$ cat src/rtl/async_fifo_wptr_full.sv
// Write-domain pointer and status generator for the asynchronous FIFO.
// Keeps binary/Gray write pointers and derives full, almost-full, level and overflow.
module async_fifo_wptr_full #(
  parameter int unsigned ADDRSIZE    = 4,
  parameter int unsigned AFULL_SLOTS = 2
) (
  input  logic                clk,
  input  logic                rst,
  input  logic                winc,
  input  logic [ADDRSIZE:0]   wq2_rptr,
  output logic                wen,
  output logic [ADDRSIZE-1:0] waddr,
  output logic [ADDRSIZE:0]   wptr,
  output logic                wfull,
  output logic                walmost_full,
  output logic [ADDRSIZE:0]   wlevel,
  output logic                woverflow
);

  localparam int unsigned PW    = ADDRSIZE + 1;
  localparam int unsigned DEPTH = 1 << ADDRSIZE;
  localparam logic [PW-1:0] AFULL_THR = PW'(DEPTH - AFULL_SLOTS);

  logic [PW-1:0] wbin;
  logic [PW-1:0] wbinnext;
  logic [PW-1:0] wgraynext;
  logic [PW-1:0] rq2_bin;
  logic [PW-1:0] level_next;
  logic [PW-1:0] full_cmp;
  logic          accept;

  assign accept = winc & ~wfull;
  assign wen    = accept;
  assign waddr  = wbin[ADDRSIZE-1:0];

  assign wbinnext   = wbin + PW'(accept);
  assign wgraynext  = (wbinnext >> 1) ^ wbinnext;
  assign level_next = wbinnext - rq2_bin;

  // Full when the next write pointer equals the read pointer with its top two Gray bits inverted.
  assign full_cmp = {~wq2_rptr[ADDRSIZE:ADDRSIZE-1], wq2_rptr[ADDRSIZE-2:0]};

  // Gray-to-binary: each binary bit is the XOR of all Gray bits at and above it.
  always_comb begin
    rq2_bin = '0;
    for (int i = 0; i < int'(PW); i++) begin
      rq2_bin[i] = ^(wq2_rptr >> i);
    end
  end

  always_ff @(posedge clk) begin
    if (rst) begin
      wbin         <= '0;
      wptr         <= '0;
      wfull        <= 1'b0;
      walmost_full <= 1'b0;
      wlevel       <= '0;
      woverflow    <= 1'b0;
    end else begin
      wbin         <= wbinnext;
      wptr         <= wgraynext;
      wfull        <= (wgraynext == full_cmp);
      walmost_full <= (level_next >= AFULL_THR);
      wlevel       <= level_next;
      // Sticky until reset so a dropped write is never lost from view.
      woverflow    <= woverflow | (winc & wfull);
    end
  end

endmodule

$ cat config.mk
export PLATFORM = sky130hd
export DESIGN_NAME = async_fifo_wptr_full
export DESIGN_NICKNAME = d
export VERILOG_FILES = /design/src/rtl/async_fifo_wptr_full.sv
export SDC_FILE = /design/constraint.sdc
export NUM_CORES = 1
export LEC_CHECK = 0
export CORE_AREA = 2 2 49 60
export DETAILED_ROUTE_END_ITERATION = 10
export DIE_AREA = 0 0 51 62
export PLACE_DENSITY = 0.59
export SYNTH_ARGS = -nofsm -noshare
export SYNTH_HDL_FRONTEND = slang
export SYNTH_SLANG_ARGS = --single-unit
$ cat constraint.sdc
create_clock -name clk -period 3.28 [get_ports clk]
set_clock_uncertainty 0.05 [all_clocks]
set_input_delay 0.656 -clock clk [delete_from_list [all_inputs] [get_ports clk]]
set_output_delay 0.656 -clock clk [all_outputs]
set_load 0.05 [all_outputs]
==> results.cfg <==
[worst_setup_path]
r2r_setup_slack_ns = 0.69
r2r-start = wfull
cp_common_cell = sky130_fd_sc_hd__ha_1
cp_num_cells = 11
ff2ff_path_depth = 10
worst_setup_path_start_kind = input port
timing.rr.end = walmost_full
worstPathMaxFanout = 2
crit_slowest_cell = sky130_fd_sc_hd__clkdlybuf4s50_1
cp_slowest_stage_delay_ns = 0.42
worst-endpoint-arrival_ns = 3.23
crit_type = in2reg
timing.critical_path.cells = clkdlybuf4s50_1 -> nor2b_2 -> ha_1 -> ha_1 -> xor2_4 -> ha_1 -> buf_4 -> a21oi_1 -> xor2_1 -> mux2_2 -> o2bb2ai_1
worst_setup_path_end_kind = flip-flop
required_ns = 3.38
worstPathBufferInverterCount = 2
kind_of_cell_with_the_highest_combined_delay_on_the_critical_path = adder cells

[route]
drt.antenna.violating_nets = 0
dr.first_iter.drc_count = 7
detailed_route_via_count = 700
drt_drc_violations_left = 0
routedWlPerCell_um = 10.14
tritonroute_pass_1_iters = 4
finalWirelength_mm = 1.623
vias_per_cell = 4.375

[power_and_ir_drop]
power.density_cell_area_mw_per_mm2 = 513.2
max-vdd-ir-drop_mv = 0.1951
p_leak_nw = 0.5357
finalPower_uw = 664.6

[placed_design]
placed_cell_areas_mm2 = 0.001224
port_buffers = 25
hpwl_mm = 1.337
globalplace.congestion = 0.7902
place.detailed.instances = 155
place_worst_setup_slack_ns = -0.4050

[synthesis]
synthesis.area_um2 = 853.3
synth_xor_xnor_area_share = 0.2053
synth.net_count = 101
synth_adder_area_share = 0.09677
netlist-cell-type-count = 25
number_of_synthesis_warnings = 0
fraction_of_the_yosys_area_taken_by_sequential_cells = 0.3988
synthesis.instances = 87
ff_latch_count_synth = 17
synth-compound-area-share = 0.09384
post_synth_and_or_nand_nor_area_fraction = 0.1613
dominant_combinational_cell_family_by_area_after_synthesis = XOR/XNOR gates
synthMuxAreaShare = 0.01320
synth.avg_cell_area_um2 = 9.808

[clocking]
worst_skew_pair.late_latency_ns = 0.28
numClockSinks = 17
clkTransAtPathRegs_ns = 0.09
cts_htree_levels = 1
clockRootBuffer = sky130_fd_sc_hd__clkbuf_4
cts_made_buffers = 3
tritoncts = built
cts-root-to-sink-buffers = 2

[final_layout]
postLayoutCoreUtil = 0.4880
fillerInstances = 255
multi_input_comb_area_um2 = 524.3
post-route-cell-area_mm2 = 0.001295
register_area_um2 = 340.3
antenna_cells = 0
layoutNonFillerInstCount = 160
area_growth_syn_to_layout_pct = 51.76
final_layout_size_suffix_gt1_frac = 0.2143
final_net_count = 141

[timing]
hold_viol = 0
slew_violations = 0
post-route-worst-setup-slack_ns = 0.1508
timing.max_slew.rel_slack = 0.5918
rsz0062_at_grt = no
tns_ns = 0
report.final.setup_viol = 0
holdWs_ns = 0.4341
timing.final.crit_share = 0.9540
clock.fmax_ghz = 0.3196
tightest_slew_ns = 0.6104
finalWorstPathRequiredPeriod_ns = 3.129

[die]
die_x_um = 51
design.die.area_mm2 = 0.003162
chip_height_um = 62
initial_utilization = 0.3215
io_pins = 26
rows = 21
area_of_the_placeable_core_mm2 = 0.002654

[job]
drv_cap = 0

[global_route]
grt_start_max_net_pins = 18
number_of_global_route_vias_before_repair = 651
grt_first_pass_wirelength_mm = 2.622
grt_antenna_before_repair = 0
groute.usage.overall = 0.1109
grt_overflow = 0

[hold_path]
worst_hold_path_type = reg2reg
hold-path-cell-count = 2
hp-start = woverflow
min_delay_endpoint = woverflow

[status]
status = complete, no violations
==> logic make-up (layout without fill, tap and decap cells) <==
family          after synthesis  after routing
fa+ha+maj                     6              6
mux                           1              1
compound gates               11             11
flops                        17             17
simple gates                 28             28
buf+inv                       7             46
xor+xnor                     17             17
==> cells in the mapped netlist <==
| cell type | number | area share |
|---|---|---|
| sky130_fd_sc_hd__dfxtp_1 | 17 | 0.40 |
| sky130_fd_sc_hd__nor2_1 | 14 | 0.062 |
| sky130_fd_sc_hd__xor2_1 | 8 | 0.082 |
| sky130_fd_sc_hd__xnor2_1 | 7 | 0.072 |
| sky130_fd_sc_hd__ha_1 | 5 | 0.073 |
| sky130_fd_sc_hd__inv_1 | 5 | 0.022 |
| sky130_fd_sc_hd__nor2b_1 | 5 | 0.037 |
| sky130_fd_sc_hd__nand3_1 | 4 | 0.023 |
| sky130_fd_sc_hd__o21ai_0 | 3 | 0.018 |
| sky130_fd_sc_hd__a21oi_1 | 2 | 0.012 |
| sky130_fd_sc_hd__clkbuf_1 | 2 | 0.0088 |
| sky130_fd_sc_hd__or3_1 | 2 | 0.015 |
| sky130_fd_sc_hd__a21o_1 | 1 | 0.0088 |
| sky130_fd_sc_hd__a221oi_2 | 1 | 0.018 |
| sky130_fd_sc_hd__and3_1 | 1 | 0.0073 |
| sky130_fd_sc_hd__fa_1 | 1 | 0.023 |
| sky130_fd_sc_hd__mux2_2 | 1 | 0.013 |
| sky130_fd_sc_hd__nor3_1 | 1 | 0.0059 |
| sky130_fd_sc_hd__nor3_2 | 1 | 0.012 |
| sky130_fd_sc_hd__o211ai_1 | 1 | 0.0088 |
| sky130_fd_sc_hd__o2bb2ai_1 | 1 | 0.010 |
| sky130_fd_sc_hd__o311ai_0 | 1 | 0.010 |
| sky130_fd_sc_hd__o31ai_1 | 1 | 0.0088 |
| sky130_fd_sc_hd__xor2_2 | 1 | 0.019 |
| sky130_fd_sc_hd__xor2_4 | 1 | 0.032 |
==> state kept, by name, indices dropped and copies added (netlist names) <==
name,flops
wlevel,5
wptr,5
wbin,4
walmost_full,1
wfull,1
woverflow,1
==> worst reg2reg max path: stages (launching register included) <==
cell and delay (ns):
sky130_fd_sc_hd__dfxtp_1 0.37, sky130_fd_sc_hd__nor2b_2 0.06, sky130_fd_sc_hd__ha_1 0.20, sky130_fd_sc_hd__ha_1 0.26
sky130_fd_sc_hd__xor2_4 0.21, sky130_fd_sc_hd__ha_1 0.32, sky130_fd_sc_hd__buf_4 0.15, sky130_fd_sc_hd__a21oi_1 0.15
sky130_fd_sc_hd__xor2_1 0.21, sky130_fd_sc_hd__mux2_2 0.37, sky130_fd_sc_hd__o2bb2ai_1 0.13
==> worst max-delay path by stage <==
stage | from | to | slack [ns]
after global routing | wq2_rptr[4] | walmost_full | 0.02
after floorplan | winc | walmost_full | 0.1
after CTS | wq2_rptr[3] | walmost_full | 0.03
after global placement | wq2_rptr[3] | walmost_full | -0.32
final | winc | walmost_full | 0.15
after detailed placement | wq2_rptr[3] | walmost_full | -0.41
==> layer usage <==
layer / global-route usage / part of all wire / vias to the layer above
met5: 0 / 0 / -
met4: 0.06950 / 0 / 0
met3: 0.007177 / 0.028 / 0
met2: 0.2096 / 0.54 / 18
met1: 0.1221 / 0.43 / 319
li1: - / - / 363
==> what timing repair did <==
item | in CTS | in global routing
resized for setup | 2 | 8
pin swaps | 1 | 6
setup buffers | 1 | 0
endpoints found under the setup margin | 2 | 2
hold buffers | 0 | 0
==> power breakdown <==
| part | leakage (nW) | switching [mW] | internal [mW] |
|---|---|---|---|
| clock network | 0.0150 | 0.0583 | 0.0471 |
| registers | 0.139 | 0.00705 | 0.232 |
| logic | 0.381 | 0.184 | 0.136 |
| total | 0.536 | 0.250 | 0.415 |
==> layout make-up <==
cell class,count,area share
multi-input cells,63,0.4048
repair buffers,37,0.2647
flip-flops and latches,17,0.2628
well taps,34,0.03285
clock buffers,4,0.02029
inverters,5,0.01449
==> layout by cell type (no fill, tap or decap), types with 2 or more instances in the layout <==
master,n
sky130_fd_sc_hd__or3_1,2
sky130_fd_sc_hd__nor2b_1,3
sky130_fd_sc_hd__xor2_2,3
sky130_fd_sc_hd__nor2_1,14
sky130_fd_sc_hd__a21oi_1,2
sky130_fd_sc_hd__buf_4,12
sky130_fd_sc_hd__dfxtp_1,17
sky130_fd_sc_hd__clkbuf_4,3
sky130_fd_sc_hd__nand3_1,4
sky130_fd_sc_hd__xor2_1,6
sky130_fd_sc_hd__ha_1,4
sky130_fd_sc_hd__clkdlybuf4s50_1,24
sky130_fd_sc_hd__o21ai_0,2
sky130_fd_sc_hd__inv_1,5
sky130_fd_sc_hd__xnor2_1,6
No activity file was read; power rests on OpenSTA's default activity.
